## config.mk

```make
export PLATFORM = sky130hd
export DESIGN_NAME = flags_update_unit
export DESIGN_NICKNAME = d
export VERILOG_FILES = /design/src/rtl/flags_update_unit.sv
export SDC_FILE = /design/constraint.sdc
export NUM_CORES = 1
export LEC_CHECK = 0
export CAP_MARGIN = 0
export CORE_UTILIZATION = 50
export DETAILED_ROUTE_END_ITERATION = 12
export GPL_TIMING_DRIVEN = 0
export PLACE_DENSITY = 0.81
export SYNTH_ARGS = -nofsm -noshare
export SYNTH_HDL_FRONTEND = slang
export SYNTH_SLANG_ARGS = --single-unit
```

## constraint.sdc

```tcl
create_clock -name clock -period 13.5 [get_ports clock]
set_clock_uncertainty 0.2 [all_clocks]
set_input_delay 2.7 -clock clock [delete_from_list [all_inputs] [get_ports clock]]
set_output_delay 2.7 -clock clock [all_outputs]
set_load 0.1 [all_outputs]
```

## src/rtl/flags_update_unit.sv

```systemverilog
// flags_update_unit: two-stage pipeline computing x86-style arithmetic
// results and a masked write into the flags register, including POPF.
module flags_update_unit (
  input  logic        clock,
  input  logic        reset,
  input  logic        in_valid,
  output logic        in_ready,
  input  logic [2:0]  in_op,
  input  logic [1:0]  in_size,
  input  logic [31:0] in_a,
  input  logic [31:0] in_b,
  input  logic [1:0]  in_cpl,
  input  logic [31:0] EFLAGS,
  output logic        write_enable,
  output logic [31:0] write_data,
  output logic [31:0] write_mask,
  output logic [31:0] result,
  output logic        gp_fault
);

  localparam int unsigned W = 32;

  localparam logic [2:0] OP_ADD   = 3'd0;
  localparam logic [2:0] OP_ADC   = 3'd1;
  localparam logic [2:0] OP_SUB   = 3'd2;
  localparam logic [2:0] OP_SBB   = 3'd3;
  localparam logic [2:0] OP_LOGIC = 3'd4;
  localparam logic [2:0] OP_INC   = 3'd5;
  localparam logic [2:0] OP_DEC   = 3'd6;
  localparam logic [2:0] OP_POPF  = 3'd7;

  localparam logic [W-1:0] MASK_ARITH  = 32'h0000_08D5;
  localparam logic [W-1:0] MASK_INCDEC = 32'h0000_08D4;
  localparam logic [W-1:0] MASK_POPF   = 32'h0000_4DD5;
  localparam logic [W-1:0] DATA_FIXED  = 32'h0000_0002;
  localparam logic [W-1:0] RF_BIT      = 32'h0001_0000;

  // stage 1 state
  logic         s1_valid_q, s1_valid_d;
  logic [2:0]   s1_op_q,    s1_op_d;
  logic [1:0]   s1_size_q,  s1_size_d;
  logic [W-1:0] s1_a_q,     s1_a_d;
  logic [W-1:0] s1_b_q,     s1_b_d;
  logic [W:0]   s1_sum_q,   s1_sum_d;
  logic [1:0]   s1_cpl_q,   s1_cpl_d;
  logic [1:0]   s1_iopl_q,  s1_iopl_d;
  logic         s1_vm_q,    s1_vm_d;

  // stage 2 / output state
  logic         s2_valid_q,     s2_valid_d;
  logic         write_enable_q, write_enable_d;
  logic [W-1:0] write_data_q,   write_data_d;
  logic [W-1:0] write_mask_q,   write_mask_d;
  logic [W-1:0] result_q,       result_d;
  logic         gp_fault_q,     gp_fault_d;

  logic         accept;
  logic         hazard_op;
  logic [W-1:0] in_size_mask;
  logic [W-1:0] a_trunc;
  logic [W-1:0] b_trunc;
  logic [W-1:0] b_eff;
  logic         carry_in;
  logic         is_sub;

  logic [W-1:0] s2_size_mask;
  logic [W-1:0] r_val;
  logic [W-1:0] flags;
  logic [W-1:0] popf_mask;
  logic         a_msb, b_msb, r_msb, cf, zf, sf, pf, af, of_flag;
  logic         popf_fault;

  logic         unused_eflags;
  assign unused_eflags = ^{EFLAGS[31:18], EFLAGS[16:14], EFLAGS[11:1]};

  // ADC/SBB/POPF read flags, so they wait until no earlier op can still write them
  always_comb begin
    hazard_op = (in_op == OP_ADC) || (in_op == OP_SBB) || (in_op == OP_POPF);
    in_ready  = !(hazard_op && (s1_valid_q || s2_valid_q));
    accept    = in_valid && in_ready;
  end

  // stage 1: operand truncation and (n+1)-bit sum/difference
  always_comb begin
    in_size_mask = 32'hFFFF_FFFF;
    case (in_size)
      2'd0:    in_size_mask = 32'h0000_00FF;
      2'd1:    in_size_mask = 32'h0000_FFFF;
      default: in_size_mask = 32'hFFFF_FFFF;
    endcase
    a_trunc  = in_a & in_size_mask;
    b_trunc  = in_b & in_size_mask;
    b_eff    = b_trunc;
    carry_in = 1'b0;
    is_sub   = 1'b0;
    case (in_op)
      OP_ADC: carry_in = EFLAGS[0];
      OP_SUB: is_sub   = 1'b1;
      OP_SBB: begin is_sub = 1'b1; carry_in = EFLAGS[0]; end
      OP_INC: b_eff    = 32'h0000_0001;
      OP_DEC: begin is_sub = 1'b1; b_eff = 32'h0000_0001; end
      default: ;
    endcase

    s1_valid_d = accept;
    s1_op_d    = in_op;
    s1_size_d  = in_size;
    s1_a_d     = a_trunc;
    s1_b_d     = b_eff;
    s1_cpl_d   = in_cpl;
    s1_iopl_d  = EFLAGS[13:12];
    s1_vm_d    = EFLAGS[17];
    if (is_sub) begin
      s1_sum_d = {1'b0, a_trunc} - {1'b0, b_eff} - (W+1)'(carry_in);
    end else begin
      s1_sum_d = {1'b0, a_trunc} + {1'b0, b_eff} + (W+1)'(carry_in);
    end
    if (in_op == OP_LOGIC) begin
      s1_sum_d = {1'b0, b_trunc};
    end else if (in_op == OP_POPF) begin
      s1_a_d   = in_a;
      s1_sum_d = '0;
    end
  end

  // stage 2: flag derivation, write mask and registered outputs
  always_comb begin
    s2_size_mask = 32'hFFFF_FFFF;
    a_msb = s1_a_q[31];
    b_msb = s1_b_q[31];
    r_msb = s1_sum_q[31];
    cf    = s1_sum_q[32];
    case (s1_size_q)
      2'd0: begin
        s2_size_mask = 32'h0000_00FF;
        a_msb = s1_a_q[7];  b_msb = s1_b_q[7];  r_msb = s1_sum_q[7];  cf = s1_sum_q[8];
      end
      2'd1: begin
        s2_size_mask = 32'h0000_FFFF;
        a_msb = s1_a_q[15]; b_msb = s1_b_q[15]; r_msb = s1_sum_q[15]; cf = s1_sum_q[16];
      end
      default: ;
    endcase
    r_val = s1_sum_q[W-1:0] & s2_size_mask;
    zf    = (r_val == '0);
    sf    = r_msb;
    pf    = ~^r_val[7:0];
    af    = s1_a_q[4] ^ s1_b_q[4] ^ r_val[4];
    if ((s1_op_q == OP_SUB) || (s1_op_q == OP_SBB) || (s1_op_q == OP_DEC)) begin
      of_flag = (a_msb != b_msb) && (r_msb != a_msb);
    end else begin
      of_flag = (a_msb == b_msb) && (r_msb != a_msb);
    end
    if (s1_op_q == OP_LOGIC) begin
      cf = 1'b0; af = 1'b0; of_flag = 1'b0;
    end
    flags     = '0;
    flags[0]  = cf;
    flags[2]  = pf;
    flags[4]  = af;
    flags[6]  = zf;
    flags[7]  = sf;
    flags[11] = of_flag;

    // POPF: IF needs cpl <= IOPL, IOPL only at cpl 0, RF only for dword, VM never
    popf_mask = MASK_POPF;
    if (s1_cpl_q <= s1_iopl_q) popf_mask[9] = 1'b1;
    if (s1_cpl_q == 2'd0)      popf_mask[13:12] = 2'b11;
    if (s1_size_q[1])          popf_mask[16] = 1'b1;
    popf_fault = s1_vm_q && (s1_iopl_q != 2'd3);

    s2_valid_d     = s1_valid_q;
    write_enable_d = 1'b0;
    write_data_d   = DATA_FIXED;
    write_mask_d   = '0;
    result_d       = '0;
    gp_fault_d     = 1'b0;
    if (s1_valid_q) begin
      case (s1_op_q)
        OP_POPF: begin
          if (popf_fault) begin
            gp_fault_d = 1'b1;
          end else begin
            write_enable_d = 1'b1;
            write_mask_d   = popf_mask;
            write_data_d   = (s1_a_q & popf_mask & ~RF_BIT) | DATA_FIXED;
          end
        end
        OP_INC, OP_DEC: begin
          write_enable_d = 1'b1;
          write_mask_d   = MASK_INCDEC;
          write_data_d   = (flags & MASK_INCDEC) | DATA_FIXED;
          result_d       = r_val;
        end
        default: begin
          write_enable_d = 1'b1;
          write_mask_d   = MASK_ARITH;
          write_data_d   = (flags & MASK_ARITH) | DATA_FIXED;
          result_d       = r_val;
        end
      endcase
    end
  end

  // pipeline registers with synchronous reset
  always_ff @(posedge clock) begin
    if (reset) begin
      s1_valid_q     <= 1'b0;
      s1_op_q        <= '0;
      s1_size_q      <= '0;
      s1_a_q         <= '0;
      s1_b_q         <= '0;
      s1_sum_q       <= '0;
      s1_cpl_q       <= '0;
      s1_iopl_q      <= '0;
      s1_vm_q        <= 1'b0;
      s2_valid_q     <= 1'b0;
      write_enable_q <= 1'b0;
      write_data_q   <= DATA_FIXED;
      write_mask_q   <= '0;
      result_q       <= '0;
      gp_fault_q     <= 1'b0;
    end else begin
      s1_valid_q     <= s1_valid_d;
      s1_op_q        <= s1_op_d;
      s1_size_q      <= s1_size_d;
      s1_a_q         <= s1_a_d;
      s1_b_q         <= s1_b_d;
      s1_sum_q       <= s1_sum_d;
      s1_cpl_q       <= s1_cpl_d;
      s1_iopl_q      <= s1_iopl_d;
      s1_vm_q        <= s1_vm_d;
      s2_valid_q     <= s2_valid_d;
      write_enable_q <= write_enable_d;
      write_data_q   <= write_data_d;
      write_mask_q   <= write_mask_d;
      result_q       <= result_d;
      gp_fault_q     <= gp_fault_d;
    end
  end

  assign write_enable = write_enable_q;
  assign write_data   = write_data_q;
  assign write_mask   = write_mask_q;
  assign result       = result_q;
  assign gp_fault     = gp_fault_q;

endmodule

```

[After elaboration in Yosys (flattened, before gate mapping)]
Index checks and enable logic that the tools add are counted.
Operators by class
  add/sub/neg operators: 4
  reductions and logical operators: 24
  eq/ne operators: 19
  order comparisons: 1
  bitwise logic cells: 8
  muxes and demuxes: 28
Operator list (count)
  case mux 32 bit (2 select lines): 4
  2-to-1 mux 32 bit: 6
  AND 32 bit: 3
  adder 32 x 32 -> 33 bit: 1
  adder 33 x 1 -> 33 bit: 1
  2-to-1 mux 33 bit: 1
  subtractor 32 x 32 -> 33 bit: 1
  subtractor 33 x 1 -> 33 bit: 1
  AND 32 x 17 -> 32 bit: 1
  logical NOT 32 bit: 1
  equality test 3 bit (second input constant): 8
  2-to-1 mux 17 bit: 1
  equality test 3 x 2 -> 1 bit (second input constant): 4
  OR reduction 3 bit: 4
  2-to-1 mux 1 bit: 11
  case mux 1 bit (2 select lines): 4
  OR reduction 2 bit: 4
  XNOR reduction 8 bit: 1
  logical NOT 2 bit: 3
  logical AND 1 bit: 5
  logical OR 1 bit: 5
  equality test 2 x 1 -> 1 bit (second input constant): 2
  equality test 3 x 1 -> 1 bit (second input constant): 1
  <= comparator 2 bit: 1
  7 further kinds: 10
Storage, ports and cells
  word-level logic and storage cells: 100
  bits in registers: 207

[Depth between registers and ports, before layout]
Gate-level depths: netlist of run 1.
  depth after elaboration: 9
  mapped depth: 20

[Worst setup path before layout of run 1]
OpenSTA, ideal clock, no wires.
  path type: input to output
  from: input in_op[1]
  to: output in_ready
  buffers on the path: 1
  arrival: 4402 ps
  stages: 2
  data required time: 10600 ps
  slack: 6198 ps
  path through: clkbuf_1 -> o221ai_1
On the way
  word-level cells in the longest chain between the ends: 5
RTL lines
  start: declaration: line 8  | input logic [2:0] in_op,
  equality test 3 x 1 -> 1 bit / equality test 3 x 2 -> 1 bit (equally long branches): line 78  | hazard_op = (in_op == OP_ADC) || (in_op == OP_SBB) || (in_op == OP_POPF);
  logical OR 1 bit: line 78
  logical OR 1 bit *: line 78
  logical AND 1 bit *: line 79  | in_ready = !(hazard_op && (s1_valid_q || s2_valid_q));
  logical NOT 1 bit *: line 79
  end: declaration: line 7  | output logic in_ready,
Mark *: on every way between the ends. The rest lies on a longest branch, timed or not.

[Worst setup path after layout of run 1]
  from: input in_op[2]
  to: output in_ready
The elaborated chain is that of the path after synthesis.

==> results.sh, run 1 <==
export IMPL_synth_area_top_cells="dfxtp_1, ha_1, inv_1"
export IMPL_cts_resized=0
export IMPL_netlist_area_um2=8430
export IMPL_firstDrtPassIters=6
export IMPL_grt_max_degree=17
export IMPL_synth_top_cell_by_area="dfxtp_1"
export IMPL_grt_overflow=0
export IMPL_grt_pass1_vias=7620
export IMPL_worstMarginPinSlew_ns=1.24
export IMPL_core_region_area_um2=16500
export IMPL_ff2ff_setup_slack_ns=11.51
export IMPL_start_kind="input pin"
export IMPL_synthToLayoutAreaGrowth_pct=28.1
export IMPL_gp_congestion=0.988
export IMPL_cts_setup_buffers=0
export IMPL_wirelength_um=24300
export IMPL_reg2reg_depth=7
export IMPL_port_buffers=135
export IMPL_vias=7919
export IMPL_synth_edf_count=0
export IMPL_max_freq_mhz=126
export IMPL_clk_path_buf_depth=2
export IMPL_diodes=0
export IMPL_grt_setup_unrepaired="no"
export IMPL_die_h_um=132
export IMPL_synth_seq_area_share_pct=27.3
export IMPL_slew_headroom_pct=16.6
export IMPL_synth_top_area_share_pct=27.3
export IMPL_min_path_type="flip-flop to flip-flop"
export IMPL_ys_ff_latch=115
export IMPL_r2r_start="s1_valid_q"
export IMPL_leakagePower_nw=5.03
export IMPL_p_per_area_nw_per_um2=119
export IMPL_timing_rr_end="write_data[0]"
export IMPL_grt_pass1_wl_um=39200
export IMPL_numCtsBuffers=17
export IMPL_vias_per_cell=5.33
export IMPL_synthDistinctLibCells=64
export IMPL_setup_viol=0
export IMPL_wire_per_inst_um=16.3
export IMPL_drcViolationCount=0
export IMPL_cts_tree="yes"
export IMPL_grt_usage_pct=28.6
export IMPL_finalPower_mw=1.29
export IMPL_worstPathMaxFanout=7
export IMPL_worstHoldPathCells=1
export IMPL_ir_drop_v=0.000109
export IMPL_ys_flop_type="dfxtp_1"
export IMPL_rows=47
export IMPL_cp_data_arrival_time_ns=5.01
export IMPL_n_fill_cell=1415
export IMPL_crit_end="in_ready"
export IMPL_dpl_hpwl_um=19300
export IMPL_yosysMostFrequentCell="dfxtp_1"
export IMPL_clock_sinks=115
export IMPL_min_period_over_period_pct=58.6
export IMPL_yosys_warnings=0
export IMPL_h_tree_depth=4
export IMPL_boundaryPins=205
export IMPL_drt_iter0_drc=646
export IMPL_start_util_pct=51.0
export IMPL_crit_start="in_op[2]"
export IMPL_synth_common_cells="dfxtp_1, inv_1, ha_1, nand2_1, nor2_1"
export IMPL_die_area_um2=17400
export IMPL_min_period_ns=7.91
export IMPL_clk_latency_ns=0.41
export IMPL_endpoint_kind="primary output"
export IMPL_drive_gt1_share_pct=7.03
export IMPL_hold_viol=0
export IMPL_status="completed"
export IMPL_cts_hold_buf=0
export IMPL_clk_pin_slew_ns=0.05
export IMPL_avgSynthCellArea_um2=7.94
export IMPL_synthArstFlopShare_pct=0
export IMPL_die_x_um=132
export IMPL_maxSlewViolCount=0
export IMPL_cap_violations=0
export IMPL_ant_nets=0
export IMPL_antenna_found_initial=0
export IMPL_path_class="input pin to primary output"
export IMPL_required_ns=10.60
export IMPL_fin_tns_setup_ns=0
export IMPL_cts_root_buf="clkbuf_16"
export IMPL_syn_inst=1062
export IMPL_layout_nets=1462
==> through the flow <==
stage                     cells  hold WS (ns)  util (%)  instance area [µm²]  setup WS (ns)
final                      1486         0.224      65.4                10800           5.59
after global routing       1486         0.240      65.4                10800           5.45
after CTS                  1486         0.225      65.4                10800           5.63
after detailed placement   1454         0.213      61.7                10200           5.44
after global placement     1454         0.212      61.7                10200           5.47
after floorplan            1099         0.199         -                 8570           6.20
==> layer usage <==
| layer | global-route usage (%) | wire, µm | share of wire, % |
|---|---|---|---|
| met2 | 46.8 | 11100 | 46 |
| met4 | 14.3 | 962 | 4.0 |
| met3 | 4.27 | 1550 | 6.4 |
| met5 | 0 | 0 | 0 |
| met1 | 36.7 | 10700 | 44 |
==> cell usage in the layout (no fill, tap or decap), types with 4 or more instances in the layout <==
master,netlist,layout
a21o_1,39,39
a21oi_1,56,56
a31oi_1,10,10
and2_1,41,41
and3_1,27,27
buf_4,46,46
clkbuf_1,35,37
clkbuf_16,0,17
clkdlybuf4s50_1,0,135
clkinv_2,0,5
conb_1,2,39
dfxtp_1,115,115
fa_1,4,4
ha_1,99,99
inv_1,107,107
mux2i_1,4,4
nand2_1,95,95
nand2b_1,6,6
nand3_1,12,12
nand4_1,9,9
nor2_1,93,93
nor2b_1,22,22
nor3_1,10,10
nor3b_1,5,5
nor4_1,8,8
o211ai_1,6,6
o21a_1,6,6
o21ai_0,41,41
o21ai_1,10,10
o21bai_1,12,12
o221ai_1,16,16
o22ai_1,6,6
o31ai_1,4,4
or3_1,5,5
xnor2_1,43,43
xor2_1,16,16
==> where the power goes <==
group          internal, mW  switching (mW)
clock                 0.302           0.143
combinational         0.175           0.291
sequential            0.363          0.0118
==> registers in the layout, indices dropped and copies added, names as in the netlist <==
register	cells
s1_sum_q	33
result	32
s1_a_q	14
write_data	12
write_mask	6
s1_b_q	4
s1_op_q	3
s1_cpl_q	2
s1_iopl_q	2
s1_size_q	2
gp_fault	1
s1_valid_q	1
s1_vm_q	1
s2_valid_q	1
write_enable	1
==> worst min path at each step <==
stage                          start              to  slack (ns)
final                     s1_a_q[10]  write_data[10]        0.22
after CTS                  s1_a_q[8]   write_data[8]        0.23
after detailed placement   s1_a_q[8]   write_data[8]        0.21
after floorplan           s1_a_q[11]  write_data[11]        0.20
after global placement     s1_a_q[8]   write_data[8]        0.21
after global routing      s1_a_q[13]  write_data[13]        0.24
==> cell type report <==
class                   count  area (µm²)  share of cell area [%]
plain buffers              81         477                    4.41
clock buffers              22         474                    4.39
clock inverters            10         130                    1.20
inverters                 107         402                    3.72
multi-input cells         796        5390                    49.9
flip-flops and latches    115        2300                    21.3
well taps                 220         275                    2.55
repair buffers            135        1350                    12.5
==> cells by family after synthesis <==
group	after synthesis	share of synthesized area [%]
AOI/OAI and AO/OA	244	19.6
xor gates and xnor gates	59	6.13
adders and majority gates	103	15.6
buffers and inverters	188	10.4
DFF	115	27.3
muxes	6	0.742
other	2	0.0891
and+or+nand+nor	345	20.0
==> critical path: stages <==
cell and delay (ns):
clkdlybuf4s50_1 0.62, inv_1 0.15, o221ai_1 0.34, clkdlybuf4s50_1 1.20
(Power assumes the default switching activity.)
==> run 2, diff against run 1 <==
--- a/config.mk
+++ b/config.mk
@@ -6,10 +6,10 @@
 export NUM_CORES = 1
 export LEC_CHECK = 0
 export CAP_MARGIN = 0
-export CORE_UTILIZATION = 50
+export CORE_UTILIZATION = 46
 export DETAILED_ROUTE_END_ITERATION = 12
 export GPL_TIMING_DRIVEN = 0
-export PLACE_DENSITY = 0.81
+export PLACE_DENSITY = 0.78
 export SYNTH_ARGS = -nofsm -noshare
 export SYNTH_HDL_FRONTEND = slang
 export SYNTH_SLANG_ARGS = --single-unit
==> constraint.sdc (replaced) <==
create_clock -name clock -period 7.24 [get_ports clock]
set_clock_uncertainty 0.2 [all_clocks]
set_input_delay 1.448 -clock clock [delete_from_list [all_inputs] [get_ports clock]]
set_output_delay 1.448 -clock clock [all_outputs]
set_load 0.1 [all_outputs]
==> run 2 against run 1 <==
Against the previous run: wire length is 0.65% lower; die area rose by 8.6%; final cell count rose by 0.61%; critical path type is now input pin to flip-flop; combinational power grew 86%; register-to-register slack lost 6.2 ns.
==> results.sh, run 2 (same netlist as run 1, synthesis figures left out) <==
export IMPL_cp_data_arrival_time_ns=6.48
export IMPL_place_inst=1463
export IMPL_grt_max_degree=17
export IMPL_whs_ns=0.230
export IMPL_multi_input_area_um2=5390
export IMPL_cts_setup_buffers=0
export IMPL_numCtsBuffers=17
export IMPL_grt_setup_unrepaired="no"
export IMPL_die_x_um=137
export IMPL_start_kind="input pin"
export IMPL_cts_resized=0
export IMPL_finalWorstSetupSlack_ns=0.805
export IMPL_required_ns=7.29
export IMPL_fin_tns_setup_ns=0
export IMPL_rows=49
export IMPL_final_cell_mix="clkdlybuf4s50_1, dfxtp_1, inv_1, ha_1, nand2_1"
export IMPL_diodes=0
export IMPL_min_period_over_period_pct=88.9
export IMPL_min_to="write_data[10]"
export IMPL_max_freq_mhz=155
export IMPL_boundaryPins=205
export IMPL_wirelength_um=24100
export IMPL_finalPower_mw=2.47
export IMPL_slew_headroom_pct=10.1
export IMPL_wire_per_inst_um=16.1
export IMPL_final_common_cell="clkdlybuf4s50_1"
export IMPL_port_buffers=135
export IMPL_seq_area_um2=2300
export IMPL_largest_register="s1_sum_q"
export IMPL_start_util_pct=46.9
export IMPL_hold_viol=0
export IMPL_reg2reg_depth=7
export IMPL_maxSlewViolCount=0
export IMPL_core_region_area_um2=18000
export IMPL_worstHoldStart="s1_a_q[10]"
export IMPL_fin_area_um2=10900
export IMPL_grt_pass1_wl_um=36900
export IMPL_min_period_ns=6.44
export IMPL_clk_latency_ns=0.41
export IMPL_worstPathMaxFanout=10
export IMPL_min_path_type="flip-flop to flip-flop"
export IMPL_clk_pin_slew_ns=0.05
export IMPL_h_tree_depth=4
export IMPL_worstHoldPathCells=1
export IMPL_clk_path_buf_depth=2
export IMPL_worstMarginPinSlew_ns=1.34
export IMPL_gp_congestion=0.994
export IMPL_die_h_um=137
export IMPL_largest_register_ffs=33
export IMPL_drive_gt1_share_pct=7.03
export IMPL_drt_iter0_drc=681
export IMPL_cts_tree="yes"
export IMPL_fin_cells=1495
export IMPL_placed_area_um2=10200
export IMPL_endpoint_kind="flip-flop"
export IMPL_postLayoutCoreUtil_pct=60.5
export IMPL_vias_per_cell=5.32
export IMPL_n_fill_cell=1591
export IMPL_die_area_um2=18900
export IMPL_r2r_start="s1_valid_q"
export IMPL_status="completed"
export IMPL_layout_nets=1462
export IMPL_grt_usage_pct=25.7
export IMPL_grt_pass1_vias=7195
export IMPL_leakagePower_nw=5.05
export IMPL_firstDrtPassIters=5
export IMPL_preCtsSetupSlack_ns=0.470
export IMPL_synthToLayoutAreaGrowth_pct=28.8
export IMPL_setup_viol=0
export IMPL_path_class="input pin to flip-flop"
export IMPL_grt_overflow=0
export IMPL_vias=7952
export IMPL_ir_drop_v=0.000212
export IMPL_p_per_area_nw_per_um2=227
export IMPL_cts_root_buf="clkbuf_16"
export IMPL_ff2ff_setup_slack_ns=5.27
export IMPL_drcViolationCount=0
export IMPL_ant_nets=0
export IMPL_cts_hold_buf=0
export IMPL_cap_violations=0
export IMPL_antenna_found_initial=0
export IMPL_dpl_hpwl_um=19500
export IMPL_timing_rr_end="write_data[11]"
export IMPL_clock_sinks=115
## run 2: cell count changes in the layout (fill, tap and decap cells not counted), sizes merged
cell / before / now
bufinv: 3 / 5
clkinvlp: 2 / 1
clkinv: 5 / 4
## run 2: worst max-delay path, cell delays in order
cell and delay [ns]:
clkdlybuf4s50_1 0.62, inv_1 0.15, nor2_1 0.52, clkbuf_1 0.46
nor2_1 0.15, ha_1 0.41, ha_1 0.40, and3_1 0.21
nand2_1 0.10, a2111oi_2 0.48, nor3_1 0.15, o31ai_1 0.71
nor2_1 0.11, a211o_1 0.28, a2bb2oi_1 0.16, o21ai_1 0.11
## run 2: final cells by class
cell class	instances	area share, %
well taps	229	2.64
inverters	107	3.70
flip-flops and latches	115	21.2
plain buffers	81	4.39
multi-input cells	796	49.6
clock buffers	22	4.37
clock inverters	10	1.64
repair buffers	135	12.4
## run 2: worst max path at each step
stage,depth (start not counted),slack [ns],endpoint,from
after floorplan,20,1.72,s1_sum_q[32],in_op[0]
after global placement,16,0.51,s1_sum_q[27],in_op[2]
after detailed placement,16,0.47,s1_sum_q[27],in_op[2]
after CTS,18,0.87,s1_sum_q[28],in_op[2]
after global routing,16,0.51,s1_sum_q[27],in_op[2]
final,16,0.80,s1_sum_q[27],in_op[2]
## run 2: routing by layer
metal	vias up	global-route usage [%]	part of all wire, %
li1	3919	-	-
met1	3647	34.0	45
met2	338	42.2	46
met3	48	3.16	6.7
met4	0	10.1	3.1
met5	-	0	0
## run 2: report_power, final
group / internal (mW) / switching, mW / leakage, nW
clock: 0.635 / 0.271 / 0.320
combinational: 0.327 / 0.540 / 3.79
sequential: 0.677 / 0.0215 / 0.942
total: 1.64 / 0.833 / 5.05
